===== config.mk =====
export PLATFORM = sky130hd
export DESIGN_NAME = operand_bank
export DESIGN_NICKNAME = d
export VERILOG_FILES = /design/src/rtl/mm_pkg.sv /design/src/rtl/operand_store.sv /design/src/rtl/operand_bank.sv
export SDC_FILE = /design/constraint.sdc
export NUM_CORES = 1
export LEC_CHECK = 0
export BUFFER_PORTS_ARGS = -buffer_cell sky130_fd_sc_hd__buf_2
export CAP_MARGIN = 40
export CORE_MARGIN = 3
export CORE_UTILIZATION = 55
export DETAILED_ROUTE_END_ITERATION = 7
export PLACE_DENSITY = 0.78
export RECOVER_POWER = 25
export SLEW_MARGIN = 20
export SYNTH_ARGS = -nofsm -noshare
export SYNTH_HDL_FRONTEND = slang
export SYNTH_SLANG_ARGS = --single-unit

===== constraint.sdc =====
create_clock -name clk -period 4.28 [get_ports clk]
set_input_delay 0.428 -clock clk [delete_from_list [all_inputs] [get_ports clk]]
set_output_delay 0.428 -clock clk [all_outputs]
set_load 0.02 [all_outputs]

===== src/rtl/mm_pkg.sv =====
// Shared definitions for the matrix-multiplication operand bank.
// Contents:
//   bank_state_t : operand_bank FSM state encoding
//   DEFAULT_DW   : default operand element width
//   dims_ok      : legality check for a job's matrix dimensions
package mm_pkg;

    typedef enum logic [2:0] {
        ST_IDLE   = 3'd0,
        ST_LOAD_W = 3'd1,
        ST_LOAD_X = 3'd2,
        ST_CLEAR  = 3'd3,
        ST_STREAM = 3'd4,
        ST_DONE   = 3'd5
    } bank_state_t;

    localparam int DEFAULT_DW = 4;

    // A job is legal when every dimension lies in 1..n and the inner
    // dimensions agree (W columns == X rows).
    function automatic logic dims_ok(input int row_w, input int col_w,
                                     input int row_x, input int col_x,
                                     input int n);
        logic ok;
        ok = (row_w >= 32'sd1) && (row_w <= n) &&
             (col_w >= 32'sd1) && (col_w <= n) &&
             (row_x >= 32'sd1) && (row_x <= n) &&
             (col_x >= 32'sd1) && (col_x <= n) &&
             (col_w == row_x);
        return ok;
    endfunction

endpackage


===== src/rtl/operand_store.sv =====
// N x N operand register array with one write port and two masked read ports.
// Ports:
//   clk, rst          : clock, asynchronous active-high reset
//   clr               : synchronous clear of the whole array
//   we, wr_row, wr_col, wr_data : single element write
//   act_rows, act_cols: active dimensions; lanes beyond them read as zero
//   col_sel / col_out : lane i = mem[i][col_sel] for i < act_rows
//   row_sel / row_out : lane j = mem[row_sel][j] for j < act_cols
module operand_store
    import mm_pkg::*;
#(
    parameter int DW = DEFAULT_DW,
    parameter int N  = 3,
    localparam int DIMW = $clog2(N + 1)
) (
    input  logic            clk,
    input  logic            rst,
    input  logic            clr,
    input  logic            we,
    input  logic [DIMW-1:0] wr_row,
    input  logic [DIMW-1:0] wr_col,
    input  logic [DW-1:0]   wr_data,
    input  logic [DIMW-1:0] act_rows,
    input  logic [DIMW-1:0] act_cols,
    input  logic [DIMW-1:0] col_sel,
    input  logic [DIMW-1:0] row_sel,
    output logic [N*DW-1:0] col_out,
    output logic [N*DW-1:0] row_out
);

    logic [DW-1:0] mem_r [N][N];

    // Element storage: reset, clear on a new job, or single-element write.
    always_ff @(posedge clk or posedge rst) begin
        if (rst) begin
            for (int i = 0; i < N; i++) begin
                for (int j = 0; j < N; j++) begin
                    mem_r[i][j] <= {DW{1'b0}};
                end
            end
        end else if (clr) begin
            for (int i = 0; i < N; i++) begin
                for (int j = 0; j < N; j++) begin
                    mem_r[i][j] <= {DW{1'b0}};
                end
            end
        end else if (we) begin
            for (int i = 0; i < N; i++) begin
                for (int j = 0; j < N; j++) begin
                    if ((wr_row == DIMW'(i)) && (wr_col == DIMW'(j))) begin
                        mem_r[i][j] <= wr_data;
                    end
                end
            end
        end
    end

    // Masked column and row reads; exactly one j (or i) matches the select,
    // so OR-accumulating the candidates forms the mux.
    always_comb begin
        col_out = {(N*DW){1'b0}};
        row_out = {(N*DW){1'b0}};
        for (int i = 0; i < N; i++) begin
            for (int j = 0; j < N; j++) begin
                col_out[i*DW +: DW] = col_out[i*DW +: DW] |
                    (((DIMW'(j) == col_sel) && (DIMW'(i) < act_rows)) ?
                     mem_r[i][j] : {DW{1'b0}});
                row_out[j*DW +: DW] = row_out[j*DW +: DW] |
                    (((DIMW'(i) == row_sel) && (DIMW'(j) < act_cols)) ?
                     mem_r[i][j] : {DW{1'b0}});
            end
        end
    end

endmodule


===== src/rtl/operand_bank.sv =====
// Operand memory for the N x N MAC array. Loads W then X row-major from one
// valid/ready stream, strobes a MAC clear, then presents one W column and one
// X row per k-step with an active-cell mask, and pulses done at the end.
// Ports:
//   clk, rst                    : clock, asynchronous active-high reset
//   start, row_w..col_x         : job request and dimensions (IDLE only)
//   in_valid, in_data, in_ready : element input stream
//   out_valid, out_ready        : k-step handshake to the MAC array
//   out_w, out_x, out_last      : k-step operands, final-step flag
//   mac_en, mac_clear           : active-cell mask, accumulator clear
//   busy, done, err             : status, completion pulse, rejected start
module operand_bank
    import mm_pkg::*;
#(
    parameter int DW = DEFAULT_DW,
    parameter int N  = 3,
    localparam int DIMW = $clog2(N + 1)
) (
    input  logic            clk,
    input  logic            rst,
    input  logic            start,
    input  logic [DIMW-1:0] row_w,
    input  logic [DIMW-1:0] col_w,
    input  logic [DIMW-1:0] row_x,
    input  logic [DIMW-1:0] col_x,
    input  logic            in_valid,
    input  logic [DW-1:0]   in_data,
    output logic            in_ready,
    output logic            out_valid,
    input  logic            out_ready,
    output logic [N*DW-1:0] out_w,
    output logic [N*DW-1:0] out_x,
    output logic            out_last,
    output logic [N*N-1:0]  mac_en,
    output logic            mac_clear,
    output logic            busy,
    output logic            done,
    output logic            err
);

    localparam logic [DIMW-1:0] ONE_D = DIMW'(1);

    bank_state_t     state_r, state_s;
    logic [DIMW-1:0] rw_r, cw_r, rx_r, cx_r;
    logic [DIMW-1:0] r_cnt_r, c_cnt_r, k_r;
    logic            err_r;

    logic            start_ok_s, clr_s, accept_s, load_s;
    logic            last_elem_s, k_last_s;
    logic [DIMW-1:0] ld_rows_s, ld_cols_s;
    logic [N*DW-1:0] w_col_s, x_row_s, w_row_unused_s, x_col_unused_s;
    logic [N*N-1:0]  mask_s;

    // Shared decode used by the datapath, FSM and stores.
    always_comb begin
        start_ok_s  = dims_ok(int'(row_w), int'(col_w), int'(row_x), int'(col_x), N);
        clr_s       = (state_r == ST_IDLE) && start && start_ok_s;
        load_s      = (state_r == ST_LOAD_W) || (state_r == ST_LOAD_X);
        accept_s    = load_s && in_valid;
        ld_rows_s   = (state_r == ST_LOAD_X) ? rx_r : rw_r;
        ld_cols_s   = (state_r == ST_LOAD_X) ? cx_r : cw_r;
        last_elem_s = (r_cnt_r == (ld_rows_s - ONE_D)) && (c_cnt_r == (ld_cols_s - ONE_D));
        k_last_s    = (k_r == (cw_r - ONE_D));
    end

    // State register.
    always_ff @(posedge clk or posedge rst) begin
        if (rst) begin
            state_r <= ST_IDLE;
        end else begin
            state_r <= state_s;
        end
    end

    // Next-state logic.
    always_comb begin
        state_s = state_r;
        case (state_r)
            ST_IDLE:   state_s = clr_s ? ST_LOAD_W : ST_IDLE;
            ST_LOAD_W: state_s = (accept_s && last_elem_s) ? ST_LOAD_X : ST_LOAD_W;
            ST_LOAD_X: state_s = (accept_s && last_elem_s) ? ST_CLEAR : ST_LOAD_X;
            ST_CLEAR:  state_s = ST_STREAM;
            ST_STREAM: state_s = (out_ready && k_last_s) ? ST_DONE : ST_STREAM;
            ST_DONE:   state_s = ST_IDLE;
            default:   state_s = ST_IDLE;
        endcase
    end

    // Dimension latch, load row/col counters, k-step counter and err pulse.
    always_ff @(posedge clk or posedge rst) begin
        if (rst) begin
            rw_r    <= {DIMW{1'b0}};
            cw_r    <= {DIMW{1'b0}};
            rx_r    <= {DIMW{1'b0}};
            cx_r    <= {DIMW{1'b0}};
            r_cnt_r <= {DIMW{1'b0}};
            c_cnt_r <= {DIMW{1'b0}};
            k_r     <= {DIMW{1'b0}};
            err_r   <= 1'b0;
        end else begin
            err_r <= 1'b0;
            case (state_r)
                ST_IDLE: begin
                    if (start) begin
                        if (start_ok_s) begin
                            rw_r    <= row_w;
                            cw_r    <= col_w;
                            rx_r    <= row_x;
                            cx_r    <= col_x;
                            r_cnt_r <= {DIMW{1'b0}};
                            c_cnt_r <= {DIMW{1'b0}};
                            k_r     <= {DIMW{1'b0}};
                        end else begin
                            err_r <= 1'b1;
                        end
                    end
                end
                ST_LOAD_W, ST_LOAD_X: begin
                    // Counters restart on the final element so LOAD_X begins at (0,0).
                    if (accept_s) begin
                        if (c_cnt_r == (ld_cols_s - ONE_D)) begin
                            c_cnt_r <= {DIMW{1'b0}};
                            if (r_cnt_r == (ld_rows_s - ONE_D)) begin
                                r_cnt_r <= {DIMW{1'b0}};
                            end else begin
                                r_cnt_r <= r_cnt_r + ONE_D;
                            end
                        end else begin
                            c_cnt_r <= c_cnt_r + ONE_D;
                        end
                    end
                end
                ST_CLEAR: k_r <= {DIMW{1'b0}};
                ST_STREAM: begin
                    if (out_ready && !k_last_s) begin
                        k_r <= k_r + ONE_D;
                    end
                end
                default: begin
                end
            endcase
        end
    end

    operand_store #(.DW(DW), .N(N)) u_w_store (
        .clk      (clk),
        .rst      (rst),
        .clr      (clr_s),
        .we       (accept_s && (state_r == ST_LOAD_W)),
        .wr_row   (r_cnt_r),
        .wr_col   (c_cnt_r),
        .wr_data  (in_data),
        .act_rows (rw_r),
        .act_cols (cw_r),
        .col_sel  (k_r),
        .row_sel  (k_r),
        .col_out  (w_col_s),
        .row_out  (w_row_unused_s)
    );

    operand_store #(.DW(DW), .N(N)) u_x_store (
        .clk      (clk),
        .rst      (rst),
        .clr      (clr_s),
        .we       (accept_s && (state_r == ST_LOAD_X)),
        .wr_row   (r_cnt_r),
        .wr_col   (c_cnt_r),
        .wr_data  (in_data),
        .act_rows (rx_r),
        .act_cols (cx_r),
        .col_sel  (k_r),
        .row_sel  (k_r),
        .col_out  (x_col_unused_s),
        .row_out  (x_row_s)
    );

    // Active-cell mask: bit i*N+j set for i < row_w and j < col_x.
    always_comb begin
        mask_s = {(N*N){1'b0}};
        for (int i = 0; i < N; i++) begin
            for (int j = 0; j < N; j++) begin
                mask_s[i*N + j] = (DIMW'(i) < rw_r) && (DIMW'(j) < cx_r);
            end
        end
    end

    // Output decode from registered state, counters and stores only.
    always_comb begin
        in_ready  = 1'b0;
        out_valid = 1'b0;
        out_last  = 1'b0;
        out_w     = {(N*DW){1'b0}};
        out_x     = {(N*DW){1'b0}};
        mac_en    = {(N*N){1'b0}};
        mac_clear = 1'b0;
        busy      = (state_r != ST_IDLE);
        done      = 1'b0;
        err       = err_r;
        case (state_r)
            ST_LOAD_W, ST_LOAD_X: in_ready = 1'b1;
            ST_CLEAR:             mac_clear = 1'b1;
            ST_STREAM: begin
                out_valid = 1'b1;
                out_last  = k_last_s;
                out_w     = w_col_s;
                out_x     = x_row_s;
                mac_en    = mask_s;
            end
            ST_DONE:              done = 1'b1;
            default: begin
            end
        endcase
    end

endmodule


-- Word level (Yosys, flattened, before mapping)
Index checks and enable logic that the tools add are counted.
- bits in registers: 90
- output and inout bits: 40
- logic and storage cells: 227
- add/subtract/negate cells: 6
- $lt $le $gt $ge: 10
- equality and inequality tests: 20
- mux-type cells: 60
- bitwise operators: 12
- reductions and logical operators: 92
- operators by type and width (cell ; number):
    $mux 36 ; 4
    $mux 4 ; 27
    $logic_and 1x1->1 ; 49
    $or 4x4->4 ; 12
    $reduce_and 2->1 ; 18
    $mux 12 ; 2
    $reduce_bool 2->1 ; 12
    $mux 2 ; 11
    $pmux 3 s5 ; 1
    $mux 1 ; 11
    $ne 2x2->1 const B ; 5
    $mux 9 ; 1
    $eq 2x2->1 ; 4
    $ge 2x1->1 const B ; 4
    $lt 1x2->1 const A ; 4
    $pmux 2 s2 ; 2
    $reduce_and 4->1 ; 2
    $add 2x1->2 const B ; 3
    $eq 3x2->1 const B ; 2
    $eq 3x3->1 const B ; 2
    $logic_not 2->1 ; 3
    $pmux 2 s3 ; 1
    $reduce_bool 3->1 ; 2
    $sub 2x1->2 const B ; 3
    other kinds (12) ; 15

-- Longest topological paths before layout
Gate-level depths: netlist (run 1).
- word-level depth: 8
- depth in mapped cells: 7
- depth with buffers taken out: 7

-- Hierarchy
From an unflattened synthesis (run 1), not the netlist that was laid out.
- cells, all modules: 622
- area total of the unflattened synthesis: 5879.4 um^2
- modules (own cells, without submodules) (module ; instances ; cells each ; area each (um^2) ; seq. area each (um^2)):
    operand_store (u_x_store) ; 1 ; 228 ; 2277.2 ; 900.9
    operand_store (u_w_store) ; 1 ; 227 ; 2274.7 ; 900.9
    operand_bank ; 1 ; 167 ; 1327.5 ; 450.4

-- Least setup slack after synthesis (run 1)
OpenSTA, ideal clock, no wires.
- kind: register to output
- from: reg state_r[2]
- to: out mac_en[2]
- arrival: 1.998 ns
- setup slack: 1.854 ns
- stages on the path, launching flop included: 7
- path buffers: 1
- path through: dfrtp_1 > inv_1 > nor3_1 > clkbuf_1 > o21ai_1 > nor2_1 > and2_1
- longest elaborated chain between the ends: 2
- ends and longest elaborated chain (element ; RTL line ; source):
    from (decl) ; operand_bank.sv:43 ; bank_state_t state_r, state_s;
    from (signal assigned) ; operand_bank.sv:71 ; state_r <= state_s;
    $eq 3x3->1 ; operand_bank.sv:199 ; case (state_r)
    $mux 9 ; operand_bank.sv:199 ;
    to (decl) ; operand_bank.sv:34 ; output logic [N*N-1:0] mac_en,
Every way passes these cells.

==> flow_summary.ini, run 1 <==
[run_status]
status = finished, violations left
failed_checks = max-capacitance violations, max-slew violations

[hold_path]
hold_path_class = in -> async

[global_route]
grt_antenna_before_repair = 0
first_global_vias = 4128
track_usage_pct = 25.8
overflow = 0
grt_pass1_wl_um = 20200
grt_max_degree = 79

[setup_path]
cp_slowest_stage_delay_ns = 1.68
critPathBufInv = 4
cp-start-kind = primary input
cp-end-kind = async pin
worstPathCellList = buf_2 > clkinvlp_2 > clkbuf_1 > buf_4
crit_type = in -> async
cp.arrival_ns = 3.35
crit_fanout = 41
cpMaxStageDelayCell = clkbuf_1
worstPathRequired_ns = 4.78
r2r-end = state_r[0]
r2r_slack_ns = 1.87
reg2reg_from = state_r[0]
cpLargestDelayFamily = buffers and inverters
reg2reg_depth = 6

[clock_tree]
insertion_delay_ns = 0.36
ctsResizeCount = 0
post_cts_buffers = 0
cts_tree = yes
cts_root_buf = clkbuf_8
clock_sinks = 90
cts_buffer_depth = 2
hold_buffers = 0
cts_max_level = 3
clkTransAtPathRegs_ns = 0.09
numCtsBuffers = 9

[final_layout]
antenna-diode-count = 0
area_delta_synth_final_pct = 13.9
drive_above_1_share_pct = 15.9
design_area_um2 = 5230
mostFrequentLayoutCells = nand2_1, dfrtp_1, nand3_1, a21oi_1, buf_2
final_nets = 614
fin_util_pct = 66.0
layout_commonest_cell = nand2_1

[power]
ir_drop_uv = 383
p_total_mw = 2.96
cellLeakagePower_nw = 2.35
power.density_nw_per_um2 = 565

[floorplan]
num_rows = 32
die_x_um = 97.4
die_y_um = 97.4
num_io_pins = 57
dieArea_um2 = 9490
initial_core_util_pct = 58.0
core-area_um2 = 7930

[yosys]
ys.flop_type = dfrtp_1
yosys.area.top_type_share_pct = 49.0
netlist_area_um2 = 4600
ys_types = 35
synth_edf_count = 0
synth.avg_cell_area_um2 = 8.45
synthesis.nets = 570
yosysTopAreaCell = dfrtp_1
yosysWarnings = 0
async_reset_ff_share_pct = 100
netlist_instances = 544
seq_area_frac_synth_pct = 49.0
synth.area.top_cells = dfrtp_1, nand2_1, nand3_1
synth-seq-cells = 90

[placement]
placed_cell_area_um2 = 5010
dp_hpwl_um = 8140
gp_congestion = 0.906
buffer_ports.inserted = 56

[route]
dr.first_iter.drc_count = 479
vias = 4257
wl_per_cell_um = 17.3
avgViaCountPerCell = 6.13
drt_pass1_iterations = 6
drc = 0
ant_nets = 0
finalWirelength_um = 12000

[timing]
tightest_slew_ns = 2.27
relSlewSlack_pct = -51.4
max_freq_mhz = 350
setup_tns_ns = 0
hold_violations = 0
final.period_utilization_pct = 66.7
fin_skew_ns = 0.0139
rsz0062_at_grt = false
drv_slew = 42
finalCriticalPeriod_ns = 2.86
setup-violations-final = 0

[flow_run]
max-cap-violations = 1
state kept, by name (all words and copies together) (netlist names):
name and count:
err 1, u_w_store.mem_r 36, state_r 3, k_r 2
r_cnt_r 2, u_x_store.mem_r 36, cx_r 2, rw_r 2
rx_r 2, cw_r 2, c_cnt_r 2
where the power goes:
part,internal (mW),leakage [nW],switching (mW)
clock network,0.351,0.117,0.320
logic,0.393,1.02,0.631
registers,1.08,1.22,0.187
total,1.82,2.35,1.14
layer usage:
metal / track usage, % / wire (µm) / vias up
li1: - / - / 1989
met1: 34.8 / 5030 / 2056
met2: 41.8 / 5920 / 191
met3: 4.52 / 830 / 21
met4: 9.58 / 234 / 0
met5: 0 / 0 / -
logic make-up (layout without fill, tap and decap cells):
kind of cell,after synthesis,in the layout,share of synthesized area (%)
fa+ha+maj,9,9,2.45
mux,9,9,2.01
compound gates,115,115,15.8
xor+xnor,3,3,0.735
buf+inv,49,98,4.08
simple gates,269,269,25.9
flops,90,90,49.0
through the flow:
| stage | hold slack [ns] | instances | setup WS, ns |
|---|---|---|---|
| after floorplan | 0.446 | 544 | 1.52 |
| after global placement | 0.465 | 670 | 1.77 |
| after detailed placement | 0.409 | 678 | 1.57 |
| after CTS | 0.0191 | 694 | 1.17 |
| after global routing | 0.221 | 695 | 0.965 |
| final | 0.182 | 695 | 1.42 |
cells in the mapped netlist (all sizes together), types with 2 or more instances:
cell type,count
dfrtp,90
a21oi,76
buf,4
and3,3
a31oi,2
a21o,2
nor2,45
inv,10
nand2,121
and2,6
clkbuf,35
xnor2,3
mux2,2
mux2i,7
a32o,2
a222oi,24
nand3,77
nor2b,3
ha,9
nand2b,4
nor3,3
o21ai,5
nor3b,3
cell type report:
cell class                      count  area, µm²
Clock buffer                       10        138
Clock inverter                      6       95.1
Fill cell                         663       2700
Inverter                           10       38.8
Multi-Input combinational cell    405       2160
Sequential cell                    90       2250
Tap cell                          102        128
Timing Repair Buffer               72        417
worst register-to-register path, delay by kind of cell (launching register included):
kind	cells	cell delay, ns
compound gates	2	0.28
buf+inv	1	0.68
flops	1	0.48
simple gates	3	0.88
how the worst max path moves through the flow:
stage / depth (start not counted) / end / start
after floorplan: 1 / c_cnt_r[0] / rst
after global placement: 6 / mac_en[2] / state_r[2]
after detailed placement: 6 / mac_en[2] / state_r[2]
after CTS: 6 / mac_en[2] / state_r[2]
after global routing: 4 / k_r[1] / rst
final: 4 / k_r[1] / rst
Note: power is estimated with default switching activity, not from simulation.
==> run 2, diff against run 1 <==
- clock period: 4.28 -> 2.95 ns (I/O delays scaled with it)
==> run 2 against run 1 <==
The run still ends with max-capacitance violations, max-slew violations left; sequential cell count unchanged; clock power increased by 7.7%; power increased by 37%; largest cell class unchanged; critical endpoint is now mac_en[8].
==> flow_summary.ini, run 2 (synthesis gave the netlist of run 1 again) <==
[final_layout]
layout_commonest_cell = nand2_1
final_nets = 619
fin_util_pct = 65.8
antenna-diode-count = 0
reg_top3 = u_w_store.mem_r: 36 flops, u_x_store.mem_r: 36 flops, state_r: 3 flops
area_delta_synth_final_pct = 13.4
fillers = 685
drive_above_1_share_pct = 15.9
mostFrequentLayoutCells = nand2_1, dfrtp_1, nand3_1, a21oi_1, buf_2

[clock_tree]
post_cts_buffers = 0
cts_max_level = 3
ctsResizeCount = 0
cts_tree = yes
insertion_delay_ns = 0.35
cts_buffer_depth = 2
clkTransAtPathRegs_ns = 0.08
clock_sinks = 90
cts_root_buf = clkbuf_8
numCtsBuffers = 9

[global_route]
met3_usage_pct = 5.17
overflow = 0
track_usage_pct = 25.4
busiest_layer = met2
use_met1_pct = 34.6
grt_max_degree = 81
grt_antenna_before_repair = 0
grt_pass1_wl_um = 19600
first_global_vias = 4007
grt_use_met2_pct = 40.5

[route]
wl_per_cell_um = 17.0
drt_pass1_iterations = 5
dr.first_iter.drc_count = 435
drc = 0
avgViaCountPerCell = 6.10
finalWirelength_um = 11900
ant_nets = 0
vias = 4258

[power]
p_total_mw = 4.06
ir_drop_uv = 755
cellLeakagePower_nw = 2.35
power.density_nw_per_um2 = 779

[timing]
tightest_slew_ns = 1.93
hold_violations = 0
rsz0062_at_grt = false
fin_skew_ns = 0.00998
setup_tns_ns = 0
finalCriticalPeriod_ns = 2.53
max_freq_mhz = 395
final.period_utilization_pct = 85.9
drv_slew = 42
setup-violations-final = 0
relSlewSlack_pct = -29.0

[placement]
buffer_ports.inserted = 56
dp_hpwl_um = 8170
gp_congestion = 0.879

[floorplan]
core-area_um2 = 7930
dieArea_um2 = 9490
die_x_um = 97.4
num_rows = 32
die_y_um = 97.4
num_io_pins = 57
initial_core_util_pct = 58.0

[run_status]
status = finished, violations left
failed_checks = max-capacitance violations, max-slew violations

[hold_path]
hold_path_class = in -> reg

[setup_path]
worstPathRequired_ns = 2.65
cp-start-kind = flop
cp.arrival_ns = 2.24
crit_type = reg -> out
crit_fanout = 9
cp-end-kind = primary output

[flow_run]
max-cap-violations = 1
run 2: through the flow:
step | setup WS (ns) | instance area (µm²) | std cells | hold slack (ns)
after floorplan | 0.320 | 4600 | 544 | 0.400
after CTS | 0.454 | 5190 | 696 | 0.0666
after detailed placement | 0.785 | 5030 | 682 | 0.448
after global routing | 0.228 | 5210 | 698 | 0.141
final | 0.417 | 5210 | 698 | 0.158
after global placement | 0.840 | 5030 | 682 | 0.445
run 2: critical path, cell delays in order (launching register included):
cell	delay, ns
dfrtp_1	0.50
inv_1	0.14
nor3_1	0.29
buf_4	0.23
nand2_1	0.17
nor2_1	0.23
and3_1	0.18
buf_2	0.16
run 2: layout make-up:
cell class	count	area [µm²]	area share, %
Inverter	10	38.8	0.744
Tap cell	102	128	2.45
Sequential cell	90	2250	43.2
Multi-Input combinational cell	405	2160	41.5
Clock inverter	3	17.5	0.336
Clock buffer	11	141	2.71
Timing Repair Buffer	77	470	9.03
run 2: final timing paths:
check | startpoint | end | slack (ns) | cells past startpoint
worst max-delay path | state_r[2] | mac_en[8] | 0.42 | 7
worst min-delay path | col_x[0] | cx_r[0] | 0.16 | 3
worst max register to register | state_r[0] | r_cnt_r[1] | 0.75 | 6
worst min register to register | rx_r[0] | rx_r[0] | 0.49 | 2
max in group asynchronous | rst | c_cnt_r[1] | 0.59 | 4
min in group asynchronous | rst | err | 0.34 | 3
run 2: what timing repair did:
item                                    4_1_cts  5_1_grt
endpoints found under the setup margin        0        0
endpoints found under the hold margin         0       42
hold buffers                                  0        1
run 2: report_power, final:
group	internal, mW	switching (mW)	leakage [nW]	total [mW]
combinational	0.584	0.920	1.06	1.50
clock	0.318	0.405	0.0810	0.723
sequential	1.56	0.273	1.22	1.84
total	2.46	1.60	2.35	4.06
run 2: per-layer routing:
| layer | vias to the layer above | part of all wire [%] | wire (µm) |
|---|---|---|---|
| met4 | 0 | 2.2 | 265 |
| met2 | 172 | 49 | 5750 |
| met3 | 18 | 7.6 | 899 |
| met5 | - | 0 | 0 |
| met1 | 2070 | 42 | 4930 |
| li1 | 1998 | - | - |
